## src/rtl/ps2_host_tx.sv

```systemverilog
// ps2_host_tx: host-to-device PS/2 command transmitter with request-to-send, odd parity, ack check and timeout.
module ps2_host_tx #(
    parameter int INHIBIT_CYCLES = 5000,
    parameter int TIMEOUT_CYCLES = 1000000
) (
    input  logic       clk,
    input  logic       rst,
    input  logic       sel,
    input  logic       wr,
    input  logic [7:0] data_in,
    input  logic       ps2_clk,
    input  logic       ps2_data,
    output logic       ps2_clk_oe,
    output logic       ps2_data_oe,
    output logic       busy,
    output logic       done,
    output logic       err
);
    localparam int MAXC = TIMEOUT_CYCLES > INHIBIT_CYCLES ? TIMEOUT_CYCLES : INHIBIT_CYCLES;
    localparam int CW = $clog2(MAXC + 1);
    typedef enum logic [2:0] {IDLE, INHIBIT, REQ, XFER, LINES, DONE, ERR} state_t;
    state_t state, state_n;
    logic [CW-1:0] cnt, cnt_n;
    logic [3:0] n, n_n;
    logic [2:0] bit_idx;
    logic [7:0] tx_byte;
    logic par;
    logic [1:0] clk_s, data_s;
    logic clk_q, fall, tmo, accept;

    assign fall = clk_q & ~clk_s[1];
    assign tmo = cnt == CW'(TIMEOUT_CYCLES - 1);
    assign accept = state == IDLE && sel && wr;
    assign bit_idx = n[2:0] - 3'd1;

    // Synchronisers idle high so reset never fabricates a falling edge.
    always_ff @(posedge clk) begin
        if (!rst) begin
            state   <= IDLE;
            cnt     <= '0;
            n       <= '0;
            tx_byte <= '0;
            par     <= 1'b0;
            clk_s   <= 2'b11;
            data_s  <= 2'b11;
            clk_q   <= 1'b1;
        end else begin
            state  <= state_n;
            cnt    <= cnt_n;
            n      <= n_n;
            clk_s  <= {clk_s[0], ps2_clk};
            data_s <= {data_s[0], ps2_data};
            clk_q  <= clk_s[1];
            if (accept) begin
                tx_byte <= data_in;
                par     <= ~^data_in;
            end
        end
    end

    always_comb begin
        state_n     = state;
        cnt_n       = cnt;
        n_n         = n;
        ps2_clk_oe  = 1'b0;
        ps2_data_oe = 1'b0;
        busy        = 1'b1;
        done        = 1'b0;
        err         = 1'b0;
        case (state)
            IDLE: begin
                busy = 1'b0;
                if (accept) begin
                    state_n = INHIBIT;
                    cnt_n   = '0;
                end
            end
            INHIBIT: begin
                ps2_clk_oe = 1'b1;
                cnt_n      = cnt + CW'(1);
                state_n    = cnt == CW'(INHIBIT_CYCLES - 1) ? REQ : INHIBIT;
            end
            REQ: begin
                ps2_clk_oe  = 1'b1;
                ps2_data_oe = 1'b1;
                state_n     = XFER;
                cnt_n       = '0;
                n_n         = '0;
            end
            XFER: begin
                // n counts device falling edges seen so far; n==0 holds the start bit.
                ps2_data_oe = n == 4'd0 ? 1'b1 : n <= 4'd8 ? ~tx_byte[bit_idx] : n == 4'd9 ? ~par : 1'b0;
                cnt_n = fall ? '0 : cnt + CW'(1);
                if (fall) begin
                    n_n = n + 4'd1;
                    if (n == 4'd10) state_n = data_s[1] ? ERR : LINES;
                end else if (tmo) begin
                    state_n = ERR;
                end
            end
            LINES: begin
                cnt_n = fall ? '0 : cnt + CW'(1);
                if (clk_s[1] && data_s[1]) state_n = DONE;
                else if (!fall && tmo) state_n = ERR;
            end
            DONE: begin
                busy    = 1'b0;
                done    = 1'b1;
                state_n = IDLE;
            end
            ERR: begin
                busy    = 1'b0;
                err     = 1'b1;
                state_n = IDLE;
            end
            default: state_n = IDLE;
        endcase
    end
endmodule

```

## config.mk

```make
export PLATFORM = sky130hd
export DESIGN_NAME = ps2_host_tx
export DESIGN_NICKNAME = d
export VERILOG_FILES = /design/src/rtl/ps2_host_tx.sv
export SDC_FILE = /design/constraint.sdc
export NUM_CORES = 1
export LEC_CHECK = 0
export CORE_ASPECT_RATIO = 1.75
export CORE_MARGIN = 3
export CORE_UTILIZATION = 40
export CTS_BUF_LIST = sky130_fd_sc_hd__clkbuf_2
export DETAILED_ROUTE_END_ITERATION = 6
export GPL_ROUTABILITY_DRIVEN = 0
export MAX_ROUTING_LAYER = met4
export PLACE_DENSITY = 0.58
export SYNTH_ARGS = -nofsm -noshare
export SYNTH_HDL_FRONTEND = slang
export SYNTH_SLANG_ARGS = --single-unit
```

## constraint.sdc

```tcl
create_clock -name clk -period 3.4 [get_ports clk]
set_clock_uncertainty 0.15 [all_clocks]
set_input_delay 0.34 -clock clk [delete_from_list [all_inputs] [get_ports clk]]
set_output_delay 0.34 -clock clk [all_outputs]
set_load 0.03 [all_outputs]
```

---- Word level (Yosys, flattened, before mapping) ----
Index checks and enable logic that the tools add are counted.
storage, ports and cells
  register bits after elaboration ......... 41
  word-level logic and storage cells ...... 72
  input port bits ......................... 14
  output and inout port bits .............. 5
cells by class
  bitwise logic cells ..................... 4
  reductions and logical operators ........ 16
  $lt $le $gt $ge ......................... 2
  equality and inequality tests ........... 15
  multiplexer cells ....................... 24
  $add $sub $neg .......................... 3
operators with widths
  operator                                               count
  case mux 20 bit (4 select lines)                       1
  two-way mux 20 bit                                     2
  adder 20 x 1 -> 20 bit, second input constant          1
  equality test 20 x 13 -> 1 bit, second input constant  1
  equality test 20 bit, second input constant            1
  two-way mux 3 bit                                      6
  case mux 3 bit (5 select lines)                        1
  equality test 3 bit, second input constant             3
  != test 3 bit, second input constant                   3
  equality test 4 bit, second input constant             2
  two-way mux 1 bit                                      8
  case mux 4 bit (2 select lines)                        1
  XNOR reduction 8 bit                                   1
  equality test 3 x 2 -> 1 bit, second input constant    2
  adder 4 x 1 -> 4 bit, second input constant            1
  <= comparator 4 bit, second input constant             1
  logical AND 1 bit                                      4
  logical NOT 4 bit                                      1
  < comparator 3 x 4 -> 1 bit, second input constant     1
  two-way mux 2 bit                                      2
  two-way mux 4 bit                                      1
  != test 2 bit, second input constant                   2
  AND reduction 2 bit                                    2
  AND reduction 4 bit                                    1
  other kinds (12)                                       15

---- Logic depth before layout (Yosys ltp) ----
Gate-level depths: netlist (run 1).
  depth in word-level cells ............... 7
  depth in mapped cells ................... 7
  depth with buffers taken out ............ 7

---- Worst setup path after synthesis (run 1) ----
Ideal clock, no wire load.
  path kind ............................... register to output
  start point ............................. register n[0]
  end point ............................... output ps2_data_oe
  arrival time ............................ 2.402 ns
  slack ................................... 0.508 ns
  stages on the path, launching flop included .. 7
  buffers on the path ..................... 0
  data required time ...................... 2.910 ns
  cells stage by stage .................... dfxtp_1 > inv_1 > ha_1 > mux4_2 > a22oi_1 > nor3_1 > nor4_1
between the ends
  word-level cells in the longest chain between the ends .. 7
  elaborated cells between the ends (all ways) .. 11
  classes of those cells .................. add/sub: 1; order compare: 1; eq/ne: 1; mux: 6; bitwise: 1; reduce/logical: 1
ends and longest elaborated chain
  what                                     line  RTL
  start: declaration                       24    logic [3:0] n, n_n;
  start signal: assignment                 50    n <= n_n;
  subtractor 3 x 1 -> 3 bit                34    assign bit_idx = n[2:0] - 3'd1;
  binary-select mux 1 bit (select 3 bit)   92    ps2_data_oe = n == 4'd0 ? 1'b1 : n <= 4'd8 ? ~tx_byte[bit_idx] : n == 4'd9 ? ~par : 1'b0;
  two-way mux 1 bit (implied by the code)  92
  NOT 1 bit                                92
  two-way mux 1 bit                        92
  two-way mux 1 bit (*)                    92
  case mux 1 bit (2 select lines) (*)      70    case (state)
  end: declaration                         14    output logic ps2_data_oe,
Mark *: on every way between the ends. The rest lies on a longest branch, timed or not. The select of a mux whose other input is x is not followed.

---- Worst setup path in the final report (run 1) ----
Ends and elaborated chain as after synthesis.

==> results of run 1 <==
-- routing by layer --
metal | track usage, % | vias to the layer above | part of all wire, %
met5 | - | - | 0
li1 | - | 929 | -
met4 | 7.109 | 0 | 2.4
met3 | 3.011 | 9 | 2.2
met1 | 16.10 | 865 | 39
met2 | 31.86 | 22 | 57
-- power by group through the flow --
stage,registers (mW),clock network (mW),logic [mW]
final,0.525,0.212,0.182
after global placement,0.535,0,0.186
after CTS,0.526,0.226,0.186
after detailed placement,0.535,0,0.187
after global routing,0.530,0.243,0.203
after floorplan,0.519,0,0.140
-- cell usage in the layout (no fill, tap or decap), types with 5 or more instances in the layout --
cell             instances
ha_1                     5
nor3_1                  10
a21oi_1                  6
clkdlybuf4s50_1         17
xnor2_1                 24
nand3_1                 11
dfxtp_1                 40
nor2b_1                  7
inv_1                    8
nand2_1                 28
nor2_1                  36
a21boi_0                10
nand2b_1                 7
clkbuf_2                 5
-- layout make-up --
cell class | count | share of cell area (%)
clock buffer | 5 | 0.9965
clock inverter | 3 | 0.6976
inverter | 9 | 1.345
multi-input combinational | 200 | 53.11
sequential | 41 | 32.74
tap | 74 | 3.687
timing repair buffer | 19 | 7.424
-- registers in the layout (all words and copies together), names as in the netlist --
signal	count
cnt	20
clk_s	2
n	4
data_s	2
tx_byte	8
clk_q	1
state	3
par	1
-- worst max-delay path by stage --
stage,start,cells after the start,end,slack (ns)
global placement,n[0],7,ps2_data_oe,0.42
floorplan,n[0],6,ps2_data_oe,0.51
global route,n[0],7,ps2_data_oe,0.06
finish,n[0],7,ps2_data_oe,0.32
CTS,n[0],7,ps2_data_oe,0.26
detailed placement,n[0],7,ps2_data_oe,0.35
-- cell families (layout without fill, tap and decap cells) --
kind of cell             count (synthesis)  after routing
AND/OR/NAND/NOR                        129            129
flip-flops                              41             41
AO/OA/AOI/OAI                           37             37
XOR/XNOR                                27             27
buffers and inverters                   21             36
adder cells (fa/ha/maj)                  5              5
multiplexers                             2              2
-- repair_timing --
item | in CTS | in global routing
hold endpoints to repair | 0 | 0
gates resized for setup | 2 | 0
setup endpoints to repair | 1 | 0
==> results.toml, run 1 <==
[placed_design]
dp_cells = 343
dp_slack_ns = 0.3481
dp_hpwl_um = 3723
port_buffers = 18
placed_cell_area_mm2 = 0.002469

[die]
die_w_um = 62.65
die-area_mm2 = 0.006586
io_pins = 19
start_util_pct = 42.04
num_rows = 35
die_h_um = 105.1
core_area_mm2 = 0.005343

[global_routing]
grt_pass1_vias = 1812
grtUsageTotal_pct = 16.73
grt_pass1_wl_um = 8569
antenna_found_initial = 0
grt_max_degree = 24
grt_remaining_overflow = 0

[yosys]
synth_edf_count = 0
synth_top_family_by_area = "simple AND/OR/NAND/NOR gates"
synth_compound_area_share_pct = 11.64
ys_ff_latch = 41
yosys.area.top_type = "dfxtp_1"
syn_area_per_cell_um2 = 8.572
synth_fa_ha_area_share_pct = 2.786
synth_area_leaders = "dfxtp_1 (37%), xnor2_1 (9.4%), nor2_1 (6.0%)"
syn_area_mm2 = 0.002246
synthMuxAreaShare_pct = 2.006
yosysMostFrequentCell = "dfxtp_1"
yosysTopAreaCellShare_pct = 36.55
yosys.area_share.simple_pct = 32.42
ys_types = 46
synth_warnings = 0
ys_seq_area_share_pct = 36.55
synthXorXnorAreaFrac_pct = 10.53
async_reset_ff_share_pct = 0
synthFlopType = "dfxtp_1"
syn_inst = 262
synth_nets = 281
yosys-top-cells-count = "dfxtp_1 (41), nor2_1 (36), nand2_1 (28), xnor2_1 (24), nand3_1 (11)"

[clock_tree]
cts_buffer_depth = 2
cts_setup_buffers = 0
numCtsBuffers = 5
cts.sinks = 41
hold_buffers = 0
htree_levels = 2
clkLatencyLatePin_ns = 0.40
clkTransAtPathRegs_ns = 0.21
cts_tree = "built"
cts_root_buf = "clkbuf_2"

[sta]
finalCriticalPeriod_ns = 3.081
setup_viol = 0
tns_ns = 0
maxSlewViolCount = 0
holdWs_ns = 0.2822
maxSlewHeadroom_pct = 53.43
fin_crit_sh_pct = 90.60
setup_ws_ns = 0.3194
rsz0062_at_grt = "false"
worst_slew_pin_slew_ns = 0.6963
finalHoldViolations = 0
fmax_ghz = 0.3246

[route]
firstDrtPassIters = 4
vias_per_cell = 5.199
drc = 0
ant_nets = 0
wl_um = 4872
routedWlPerCell_um = 13.88
drtIter0Drc = 93
vias = 1825

[pwr]
pwr-share-comb_pct = 19.8
p_clk_share_pct = 23.1
power.density_mw_per_mm2 = 365.9
p_int_mw = 0.6259
sw_frac_of_total_pct = 31.89
pwr-share-seq_pct = 57.1
p_switching_mw = 0.2931
finalPower_mw = 0.9189
leakage_nw = 0.8038
irDropWorstVdd_uv = 215.6

[finish]
drive_gt1_share_pct = 9.025
fin_util_pct = 47.00
design_area_mm2 = 0.002511
fin_cells = 351
antennaDiodeCount = 0
seq_area_um2 = 822.0
nFillCells = 559
area_delta_synth_final_pct = 11.81
fin_nets = 295
multi_input_area_mm2 = 0.001334

[critical_path]
cp-end-kind = "output pin"
critPathLaunchType = "register"
reg2reg_from = "state[0]"
critPathTopFamily = "buffers and inverters"
cp.required_ns = 2.91
critPathSlowestCell = "dfxtp_2"
r2r_cells = 5
critPathBufInv = 2
crit_chain = "inv_1 > ha_1 > mux4_2 > a22oi_1 > nor3_1 > nor4_1 > dlygate4sd2_1"
path_class = "reg2out"
max_stage_delay_ns = 0.47
r2r_end = "cnt[13]"
critical_path_arrival_ns = 2.59
r2r_slack_ns = 1.25
crit_fanout = 8

[hold_path]
hp-start = "data_s[0]"
hold_depth = 1
hold_path_class = "reg2reg"
worstHoldEndpoint = "data_s[1]"

[status]
status = "complete, no violations"

[run]
max-cap-violations = 0
No activity file was read; power rests on OpenSTA's default activity.
==> inputs of run 2 (changes only) <==
ABC_CLOCK_PERIOD_IN_PS = 3400   (was not set)
==> results of run 2 <==
Final layout, timing and power as in run 1 (identical DEF).
